## src/rtl/winograd_pe_seq_if.sv

```systemverilog
// Feature-handshake and PE-control bundle between the issue sequencer and the
// Winograd PE core. The sequencer owns the master side.
interface winograd_pe_seq_if;
   logic feat_valid;
   logic feat_ready;
   logic pe_out_valid;
   logic in_valid;
   logic tofifo;
   logic fromfifo;
   logic bias_valid;
   logic poolop;

   modport master (
      input  feat_valid, pe_out_valid,
      output feat_ready, in_valid, tofifo, fromfifo, bias_valid, poolop
   );

   modport slave (
      output feat_valid, pe_out_valid,
      input  feat_ready, in_valid, tofifo, fromfifo, bias_valid, poolop
   );
endinterface

```

## src/rtl/winograd_pe_seq.sv

```systemverilog
// Group-major issue sequencer for the Winograd PE core: bias load, per-group tile
// issue with inter-data FIFO tagging, inter-group gap, result drain.
// Optional stall counter enabled by defining SEQ_PERF_CNT_EN.
module winograd_pe_seq #(
   parameter int unsigned TILE_BIT   = 11,
   parameter int unsigned GROUP_BIT  = 8,
   parameter int unsigned FIFO_DEPTH = 1024,
   parameter int unsigned GROUP_GAP  = 8
) (
   input  logic                 clk,
   input  logic                 rst,
   input  logic                 start,
   input  logic [TILE_BIT-1:0]  cfg_num_tiles,
   input  logic [GROUP_BIT-1:0] cfg_num_groups,
   input  logic                 cfg_poolop,
   winograd_pe_seq_if.master    bus,
   output logic                 busy,
   output logic                 done,
   output logic                 err,
   output logic [31:0]          stall_cnt
);

   localparam int RW = TILE_BIT + GROUP_BIT;
   localparam int GW = $clog2(GROUP_GAP) + 1;

   typedef enum logic [2:0] {IDLE, BIAS, RUN, GAP, DRAIN} state_t;

   state_t               state_q, state_d;
   logic [TILE_BIT-1:0]  num_tiles;
   logic [GROUP_BIT-1:0] num_groups;
   logic [RW-1:0]        total;
   logic [TILE_BIT-1:0]  tile_cnt;
   logic [GROUP_BIT-1:0] grp_cnt;
   logic [RW-1:0]        result_cnt;
   logic [GW-1:0]        gap_cnt;
   logic                 poolop_q;

   logic cfg_bad, accept, handshake, last_tile, last_group, gap_end, drain_done;

   assign cfg_bad    = (cfg_num_tiles == '0) || (cfg_num_groups == '0) ||
                       (32'(cfg_num_tiles) > FIFO_DEPTH);
   assign accept     = (state_q == IDLE) && start && !cfg_bad;
   assign handshake  = (state_q == RUN) && bus.feat_valid;
   assign last_tile  = (tile_cnt == num_tiles - TILE_BIT'(1));
   assign last_group = (grp_cnt == num_groups - GROUP_BIT'(1));
   assign gap_end    = (gap_cnt == GW'(GROUP_GAP - 1));
   assign drain_done = (state_q == DRAIN) && (result_cnt == total);

   always_ff @(posedge clk) begin
      if (rst) state_q <= IDLE;
      else     state_q <= state_d;
   end

   always_comb begin
      state_d = state_q;
      unique case (state_q)
         IDLE:    if (accept) state_d = BIAS;
         BIAS:    state_d = RUN;
         RUN:     if (handshake && last_tile) state_d = last_group ? DRAIN : GAP;
         GAP:     if (gap_end) state_d = RUN;
         DRAIN:   if (drain_done) state_d = IDLE;
         default: state_d = IDLE;
      endcase
   end

   // With G==1 the single group is both first and last, so both tags drop to 0.
   assign bus.feat_ready = (state_q == RUN);
   assign bus.in_valid   = bus.feat_valid & bus.feat_ready;
   assign bus.tofifo     = bus.in_valid & ~last_group;
   assign bus.fromfifo   = bus.in_valid & (grp_cnt != '0);
   assign bus.bias_valid = (state_q == BIAS);
   assign bus.poolop     = poolop_q;
   assign busy           = (state_q != IDLE);

   always_ff @(posedge clk) begin
      if (accept) begin
         num_tiles  <= cfg_num_tiles;
         num_groups <= cfg_num_groups;
         total      <= RW'(cfg_num_tiles) * RW'(cfg_num_groups);
      end
   end

   always_ff @(posedge clk) begin
      if (rst) begin
         tile_cnt   <= '0;
         grp_cnt    <= '0;
         result_cnt <= '0;
         gap_cnt    <= '0;
         poolop_q   <= 1'b0;
         done       <= 1'b0;
         err        <= 1'b0;
      end else begin
         done    <= drain_done;
         err     <= (state_q == IDLE) && start && cfg_bad;
         gap_cnt <= (state_q == GAP) ? gap_cnt + GW'(1) : '0;
         if (accept) begin
            tile_cnt   <= '0;
            grp_cnt    <= '0;
            result_cnt <= '0;
            poolop_q   <= cfg_poolop;
         end else begin
            if (handshake) begin
               tile_cnt <= last_tile ? '0 : tile_cnt + TILE_BIT'(1);
               if (last_tile && !last_group) grp_cnt <= grp_cnt + GROUP_BIT'(1);
            end
            if ((state_q != IDLE) && bus.pe_out_valid)
               result_cnt <= result_cnt + RW'(1);
         end
      end
   end

`ifdef SEQ_PERF_CNT_EN
   logic [31:0] stall_q;

   always_ff @(posedge clk) begin
      if (rst)
         stall_q <= '0;
      else if (accept)
         stall_q <= '0;
      else if ((state_q == RUN) && !bus.feat_valid && (stall_q != '1))
         stall_q <= stall_q + 32'd1;
   end

   assign stall_cnt = stall_q;
`else
   assign stall_cnt = '0;
`endif

endmodule

```

## src/flat_wrapper.sv

```systemverilog
// flat-port wrapper written by rule: the top's interface ports become plain ports
module winograd_pe_seq_flat 
#(
   parameter int unsigned TILE_BIT   = 11,
   parameter int unsigned GROUP_BIT  = 8,
   parameter int unsigned FIFO_DEPTH = 1024,
   parameter int unsigned GROUP_GAP  = 8
)
  (clk, rst, start, cfg_num_tiles, cfg_num_groups, cfg_poolop, busy, done, err, stall_cnt, bus_feat_valid, bus_pe_out_valid, bus_feat_ready, bus_in_valid, bus_tofifo, bus_fromfifo, bus_bias_valid, bus_poolop);
  winograd_pe_seq_if bus_i ();
  input  logic clk;
  input  logic rst;
  input  logic start;
  input  logic [TILE_BIT-1:0] cfg_num_tiles;
  input  logic [GROUP_BIT-1:0] cfg_num_groups;
  input  logic cfg_poolop;
  output logic busy;
  output logic done;
  output logic err;
  output logic [31:0] stall_cnt;
  input wire logic [$bits(bus_i.feat_valid)-1:0] bus_feat_valid;
  input wire logic [$bits(bus_i.pe_out_valid)-1:0] bus_pe_out_valid;
  output wire logic [$bits(bus_i.feat_ready)-1:0] bus_feat_ready;
  output wire logic [$bits(bus_i.in_valid)-1:0] bus_in_valid;
  output wire logic [$bits(bus_i.tofifo)-1:0] bus_tofifo;
  output wire logic [$bits(bus_i.fromfifo)-1:0] bus_fromfifo;
  output wire logic [$bits(bus_i.bias_valid)-1:0] bus_bias_valid;
  output wire logic [$bits(bus_i.poolop)-1:0] bus_poolop;
  assign bus_i.feat_valid = bus_feat_valid;
  assign bus_i.pe_out_valid = bus_pe_out_valid;
  assign bus_feat_ready = bus_i.feat_ready;
  assign bus_in_valid = bus_i.in_valid;
  assign bus_tofifo = bus_i.tofifo;
  assign bus_fromfifo = bus_i.fromfifo;
  assign bus_bias_valid = bus_i.bias_valid;
  assign bus_poolop = bus_i.poolop;
  winograd_pe_seq #(.TILE_BIT(TILE_BIT), .GROUP_BIT(GROUP_BIT), .FIFO_DEPTH(FIFO_DEPTH), .GROUP_GAP(GROUP_GAP)) u_core (.clk(clk), .rst(rst), .start(start), .cfg_num_tiles(cfg_num_tiles), .cfg_num_groups(cfg_num_groups), .cfg_poolop(cfg_poolop), .bus(bus_i), .busy(busy), .done(done), .err(err), .stall_cnt(stall_cnt));
endmodule
```

## config.mk

```make
export PLATFORM = sky130hd
export DESIGN_NAME = winograd_pe_seq_flat
export DESIGN_NICKNAME = d
export VERILOG_FILES = /design/src/rtl/winograd_pe_seq_if.sv /design/src/rtl/winograd_pe_seq.sv /design/src/flat_wrapper.sv
export SDC_FILE = /design/constraint.sdc
export NUM_CORES = 1
export LEC_CHECK = 0
export CORE_MARGIN = 8
export CORE_UTILIZATION = 50
export DETAILED_ROUTE_END_ITERATION = 16
export PLACE_DENSITY = 0.71
export SETUP_SLACK_MARGIN = 0.1
export SYNTH_ARGS = -nofsm -noshare
export SYNTH_HDL_FRONTEND = slang
export SYNTH_SLANG_ARGS = --single-unit
export TNS_END_PERCENT = 30
```

## constraint.sdc

```tcl
create_clock -name clk -period 8.1 [get_ports clk]
set_input_delay 1.62 -clock clk [delete_from_list [all_inputs] [get_ports clk]]
set_output_delay 1.62 -clock clk [all_outputs]
set_load 0.005 [all_outputs]
```

==> impl_metrics.tcl, run 1 <==
set metrics [dict create \
    finalSetupViolCount 0 \
    final-hold-violation-count 0 \
    fin_setup_tns_ns 0 \
    p_leak_nw 3.263 \
    run_status "complete, no violations" \
    fp.dieH_um 137.3 \
    setup_repair_after_global_routing_missed_its_margin "no" \
    r2r_start "u_core.num_tiles[0]" \
    numPlacedInstances 978 \
    final_standard_cell_count_with_taps_included_and_fillers_excluded 994 \
    first_global_vias 5115 \
    setup.worst_path.class "input port to register" \
    grt-busiest-layer "met2" \
    synthFlopType "sky130_fd_sc_hd__dfxtp_1" \
    grt_start_max_net_pins 48 \
    unique_cell_type_count_in_the_yosys_netlist 62 \
    power-per-cell-area_nw_per_um2 207.9 \
    initial_core_util_pct 50.80 \
    hpwl_mm 11.58 \
    fin_worst_skew_ns 0.007828 \
    clock_transition_at_path_regs_ns 0.07 \
    timing_max_transition_violations_final 0 \
    layout_commonest_cell "sky130_fd_sc_hd__inv_1" \
    maxClockFrequency_mhz 162.6 \
    num_antenna_cells 0 \
    routed-via-count 5304 \
    worst_voltage_drop_across_the_vdd_grid_v 0.0001897 \
    multi_input_gate_area_in_the_final_layout_um2 4681 \
    layout.core_utilization_pct 55.24 \
    numClockSinks 86 \
    sequential_cell_area_um2 2102 \
    cts_tree "yes" \
    crit_path_start "cfg_num_tiles[1]" \
    initial_detailed_routing_violation_count 285 \
    switching_power_mw 0.5866 \
    route.final.wire_length_mm 15.22 \
    critical_path_required_ns 8.20 \
    cell_internal_pwr_mw 1.076 \
    netlist_instances 785 \
    antenna_left 0 \
    post_cts_setup_buffer_count 0 \
    seq_area_frac_synth_pct 28.58 \
    worst-r2r-cell-count 9 \
    p_comb_share_pct 41.3 \
    synth_enable_flop_cells 38 \
    clock_tree.htree_level_count 3 \
    wl_per_cell_um 15.31 \
    global_route_met1_usage_pct 22.20 \
    portBuffers 33 \
    drt_first_pass_iters 5 \
    dpl_worst_slack_ns 1.653 \
    max_slew_margin_pct 36.44 \
    cts_inserted_buffers 9 \
    top_ports 66 \
    post_dp_cell_area_um2 7689 \
    fin_worst_hold_slack_ns 0.4536 \
    nFillCells 1283 \
    gp_congestion 0.8123 \
    mapped_avg_cell_area_um2 9.370 \
    grt_antenna_before_repair 0 \
    crit_end_category "register" \
    asyncSetResetFlopFracSynth_pct 0 \
    fp.dieArea_um2 18850 \
    reg2reg_to "u_core.grp_cnt[6]" \
    post-route-min-period_ns 6.148 \
    worstMarginPinSlew_ns 0.9447 \
    global_route.usage.total_pct 16.91 \
    timing.hold.worst.class "register to register" \
    area.growth.synth_to_final_pct 8.726 \
    biggest_fanout_along_the_worst_timing_path 10 \
    groute.layer.met3.usage_pct 2.735 \
    synthesis.yosys.warnings 0 \
    post-synth-top-area-fraction_pct 15.51 \
    holdBufCountCts 0 \
    synth.cell_area_um2 7356 \
    reg_to_reg_setup_timing_slack_ns 5.11 \
    route.detailed.drc 0 \
    post_route_cells_drive_above_1_share_pct 4.198 \
    globalRoute.totalOverflow 0 \
    post_cts_resize_count 0 \
    power.share.clock_pct 25.9 \
    power_switching_share_pct 35.28 \
    critPathLaunchType "input port" \
    global_route.usage.met2_pct 27.79 \
    final_design_area_no_fill_um2 7998 \
    floorplan.die.width_um 137.3 \
    postSynthRegisterBits 86 \
    fp.coreArea_um2 14480 \
    layout_common_cells "sky130_fd_sc_hd__inv_1 (90), sky130_fd_sc_hd__and2_1 (76), sky130_fd_sc_hd__fa_1 (54)" \
    yosys-top-cells-area "sky130_fd_sc_hd__edfxtp_1 (16%), sky130_fd_sc_hd__fa_1 (15%), sky130_fd_sc_hd__dfxtp_1 (13%)" \
    detail_route.vias_per_cell 5.336 \
    fin_nets 930 \
    fin_crit_sh_pct 75.90 \
    hold-path-cell-count 1 \
    wire_length_of_the_first_global_routing_pass_mm 25.40 \
    setup_slack_ns 1.952 \
    std_cell_rows 44 \
    cp-endpoint "u_core.total[18]" \
    fin_total_pwr_mw 1.663 \
    timing.critical_path.arrival_ns 6.25 \
    cts_root_buf "sky130_fd_sc_hd__clkbuf_16" \
    max_cap_viol_count 0 \
    synth_top_cell_by_area "sky130_fd_sc_hd__edfxtp_1" \
    max-clock-path-buffers 2 \
    power_frac_seq_pct 32.8 \
    clock_insertion_delay_worst_skew_ns 0.35 \
]
## registers in the layout (all words and copies together) (netlist names)
| register | count |
|---|---|
| u_core.bus.poolop | 1 |
| u_core.done | 1 |
| u_core.err | 1 |
| u_core.gap_cnt | 4 |
| u_core.grp_cnt | 8 |
| u_core.num_groups | 8 |
| u_core.num_tiles | 11 |
| u_core.result_cnt | 19 |
| u_core.state_q | 3 |
| u_core.tile_cnt | 11 |
| u_core.total | 19 |
## power by group through the flow
stage / Clock, mW / Combinational, mW / Sequential (mW)
final: 0.431 / 0.686 / 0.545
after global routing: 0.454 / 0.778 / 0.548
after CTS: 0.437 / 0.693 / 0.545
after detailed placement: 0 / 0.687 / 0.555
after global placement: 0 / 0.676 / 0.555
after floorplan: 0 / 0.550 / 0.550
## critical path, cell delays in order
cell	delay, ns
sky130_fd_sc_hd__clkdlybuf4s50_1	0.65
sky130_fd_sc_hd__and2_1	0.31
sky130_fd_sc_hd__fa_1	0.52
sky130_fd_sc_hd__fa_1	0.53
sky130_fd_sc_hd__fa_1	0.56
sky130_fd_sc_hd__inv_1	0.06
sky130_fd_sc_hd__fa_1	0.53
sky130_fd_sc_hd__inv_1	0.05
sky130_fd_sc_hd__ha_1	0.37
sky130_fd_sc_hd__a21o_1	0.22
sky130_fd_sc_hd__a31oi_1	0.24
sky130_fd_sc_hd__o2111ai_1	0.20
sky130_fd_sc_hd__a31oi_1	0.20
sky130_fd_sc_hd__o21bai_1	0.09
sky130_fd_sc_hd__xnor2_1	0.12
## cells in the mapped netlist (all sizes together) (2+ instances only)
master / number
nor4: 13
or4: 3
nand2b: 4
a21oi: 21
fa: 54
o311ai: 2
edfxtp: 38
nor4b: 4
a21o: 6
xnor2: 53
ha: 46
o21ai: 13
or2: 4
a211oi: 2
or3: 13
nor3: 16
inv: 90
and2: 76
nor3b: 3
nor2b: 4
o211ai: 3
xor2: 24
nor2: 45
o21bai: 4
mux2i: 10
nand4: 19
a31o: 3
clkbuf: 15
a2111oi: 2
buf: 41
o21a: 2
nand3: 22
dfxtp: 48
o31a: 2
a31oi: 9
nand3b: 3
and3: 8
nand2: 51
## layer usage
metal  routed length [µm]  vias to the layer above  part of all wire [%]
li1                     -                     2596                     -
met5                    0                        -                     0
met2                 7457                       95                    49
met1                 6978                     2592                    46
met3                  507                       21                   3.3
met4                  274                        0                   1.8
## cells by family after synthesis
| kind of cell | count (synthesis) | synth area share (%) |
|---|---|---|
| and+or+nand+nor | 290 | 21.91 |
| buffers and inverters | 146 | 9.542 |
| adders and majority gates | 100 | 22.52 |
| DFF | 86 | 28.58 |
| xor gates and xnor gates | 77 | 9.168 |
| AOI/OAI and AO/OA | 74 | 6.719 |
| muxes | 11 | 1.514 |
| other | 1 | 0.05098 |
## how the worst min path moves through the flow
stage,endpoint,slack (ns),start
4_1_cts,u_core.gap_cnt[0],0.46,u_core.gap_cnt[0]
3_3_place_gp,u_core.gap_cnt[0],0.43,u_core.gap_cnt[0]
3_5_place_dp,u_core.gap_cnt[0],0.44,u_core.gap_cnt[0]
2_1_floorplan,u_core.gap_cnt[0],0.42,u_core.gap_cnt[0]
6_report,u_core.gap_cnt[0],0.45,u_core.gap_cnt[0]
5_1_grt,u_core.gap_cnt[0],0.50,u_core.gap_cnt[0]
## area by class of cell
type	count	share of cell area, %
timing repair buffer	34	4.224
sequential	86	26.28
clock inverter	5	0.5632
clock buffer	11	3.301
multi-input combinational	584	58.53
tap	184	2.879
inverter	90	4.224
No activity file was read; power rests on OpenSTA's default activity.
==> run 2, diff against run 1 <==
--- a/config.mk
+++ b/config.mk
@@ -8,7 +8,7 @@
 export CORE_MARGIN = 8
 export CORE_UTILIZATION = 50
 export DETAILED_ROUTE_END_ITERATION = 16
-export PLACE_DENSITY = 0.71
+export PLACE_DENSITY = 0.74
 export SETUP_SLACK_MARGIN = 0.1
 export SYNTH_ARGS = -nofsm -noshare
 export SYNTH_HDL_FRONTEND = slang
==> constraint.sdc (replaced) <==
create_clock -name clk -period 5 [get_ports clk]
set_input_delay 1 -clock clk [delete_from_list [all_inputs] [get_ports clk]]
set_output_delay 1 -clock clk [all_outputs]
set_load 0.005 [all_outputs]
==> run 2 against run 1 <==
Global-route usage grew 0.91 points. Clock skew up 0.0019 ns. Critical endpoint is now u_core.total[12]. Sequential power increased by 62%. Via count rose by 5.9%. Clock power grew 66%. Largest power group unchanged. Sequential cell count unchanged. Combinational power rose by 140%. Non-clock buffer count up 73. Utilization is 5.0 points higher. Critical path depth up 4. Power increased by 94%.
==> impl_metrics.tcl, run 2 (synthesis results as in run 1) <==
set metrics [dict create \
    worstMarginPinSlew_ns 0.9890 \
    largestRegisters "u_core.result_cnt (19), u_core.total (19)" \
    biggest_fanout_along_the_worst_timing_path 4 \
    wl_per_cell_um 15.09 \
    dpl_worst_slack_ns -0.6699 \
    portBuffers 33 \
    fin_crit_sh_pct 97.22 \
    layout_commonest_cell "sky130_fd_sc_hd__inv_1" \
    num_antenna_cells 0 \
    post_route_cells_drive_above_1_share_pct 16.99 \
    grt_start_max_net_pins 35 \
    grt_antenna_before_repair 0 \
    hpwl_mm 12.38 \
    cts_tree "yes" \
    path_delay_family "adder cells" \
    drt_first_pass_iters 7 \
    critical_path.most_common_cell "sky130_fd_sc_hd__buf_4" \
    crit_end_category "register" \
    crit_slowest_cell "sky130_fd_sc_hd__fa_1" \
    gp_congestion 0.8661 \
    post-route-min-period_ns 4.861 \
    critPathLaunchType "input port" \
    initial_core_util_pct 50.80 \
    clock_insertion_delay_worst_skew_ns 0.35 \
    std_cell_rows 44 \
    post_dp_cell_area_um2 8199 \
    cts_inserted_buffers 9 \
    setup_slack_ns 0.1390 \
    top_ports 66 \
    route.detailed.drc 0 \
    timing.critical_path.arrival_ns 4.95 \
    layout_common_cells "sky130_fd_sc_hd__inv_1 (85), sky130_fd_sc_hd__and2_1 (74), sky130_fd_sc_hd__buf_4 (68)" \
    fin_worst_skew_ns 0.009736 \
    clock_tree.htree_level_count 3 \
    antenna_left 0 \
    power-per-cell-area_nw_per_um2 369.9 \
    setup_repair_after_global_routing_missed_its_margin "yes" \
    critical_path_required_ns 5.09 \
    route.final.wire_length_mm 16.10 \
    floorplan.die.width_um 137.3 \
    first_global_vias 5652 \
    final_design_area_no_fill_um2 8727 \
    setup.worst_path.class "input port to register" \
    fp.dieArea_um2 18850 \
    clock_transition_at_path_regs_ns 0.06 \
    numClockSinks 86 \
    fin_nets 1003 \
    critPathBufInv 6 \
    maxClockFrequency_mhz 205.7 \
    fp.dieH_um 137.3 \
    fin_worst_hold_slack_ns 0.4475 \
    max_stage_delay_ns 0.54 \
    area.growth.synth_to_final_pct 18.64 \
    fp.coreArea_um2 14480 \
    finalSetupViolCount 0 \
    globalRoute.totalOverflow 0 \
    holdBufCountCts 0 \
    wire_length_of_the_first_global_routing_pass_mm 27.08 \
    routed-via-count 5615 \
    timing_max_transition_violations_final 0 \
    detail_route.vias_per_cell 5.262 \
    worst_voltage_drop_across_the_vdd_grid_v 0.0002889 \
    cts_root_buf "sky130_fd_sc_hd__clkbuf_16" \
    global_route.usage.total_pct 17.81 \
    fin_setup_tns_ns 0 \
    p_leak_nw 3.643 \
    timing.hold.worst.class "register to register" \
    run_status "complete, no violations" \
    initial_detailed_routing_violation_count 330 \
    max_cap_viol_count 0 \
    timing.critical_path.cells "dlygate4sd2_1 > buf_4 > buf_4 > and2_1 > fa_2 > fa_1 > ha_1 > inv_1 > fa_1 > inv_1 > ha_2 > o21ai_2 > o21bai_2 > buf_4 > a31o_2 > a21oi_2 > o21bai_1 > a21oi_1 > xnor2_1" \
    max_slew_margin_pct 33.46 \
    nFillCells 1204 \
    max-clock-path-buffers 2 \
    sequential_cell_area_um2 2102 \
    multi_input_gate_area_in_the_final_layout_um2 4872 \
    final-hold-violation-count 0 \
]
==> run 2: what timing repair did <==
item                       CTS  global route
pin swaps                   15            35
hold endpoints to repair     0             0
setup endpoints to repair   10             9
setup buffers                3             2
gates resized for setup     43            45
==> run 2: worst paths after layout <==
kind | from | end | slack [ns] | cells past startpoint
min | u_core.gap_cnt[0] | u_core.gap_cnt[0] | 0.45 | 1
min reg2reg | u_core.gap_cnt[0] | u_core.gap_cnt[0] | 0.45 | 1
max reg2reg | u_core.num_tiles[0] | u_core.grp_cnt[3] | 1.90 | 9
max | cfg_num_groups[3] | u_core.total[12] | 0.14 | 19
==> run 2: report_power, final <==
group / leakage, nW / switching, mW / internal [mW]
logic: 2.75 / 0.797 / 0.831
registers: 0.742 / 0.0333 / 0.851
clock network: 0.151 / 0.279 / 0.437
==> run 2: final cells by class <==
type / instances / share of cell area (%)
clock buffers: 10 / 2.624
clock inverters: 6 / 0.9749
inverters: 90 / 3.871
multi-input cells: 584 / 55.83
flip-flops and latches: 86 / 24.09
well taps: 184 / 2.638
repair buffers: 107 / 9.978
==> run 2: per-layer routing <==
layer  track usage, %  part of all wire [%]
met1            22.82                    44
met2            30.09                    50
met4            5.613                   1.6
met3            2.918                   4.4
met5                0                     0
==> run 2: worst register-to-register path: cells and delay by family (launching register included) <==
family          cells  cell delay (ns)
simple gates        5             1.78
flops               1             0.44
compound gates      1             0.33
mux                 1             0.21
fa+ha+maj           1             0.19
buf+inv             1             0.08
==> run 2: per-stage QoR <==
step / power [mW] / instances / utilization [%]
after floorplan: 1.782 / 816 / -
after global placement: 2.237 / 1046 / 56.63
after detailed placement: 2.259 / 1046 / 56.63
after CTS: 3.071 / 1065 / 59.55
after global routing: 3.464 / 1067 / 60.27
final: 3.228 / 1067 / 60.27
==> run 3, diff against run 2 <==
--- a/config.mk
+++ b/config.mk
@@ -7,6 +7,7 @@
 export LEC_CHECK = 0
 export CORE_MARGIN = 8
 export CORE_UTILIZATION = 50
+export CTS_CLUSTER_DIAMETER = 40
 export DETAILED_ROUTE_END_ITERATION = 16
 export PLACE_DENSITY = 0.74
 export SETUP_SLACK_MARGIN = 0.1
==> results of run 3 <==
No change in the layout: final DEF, timing and power equal those of run 2.
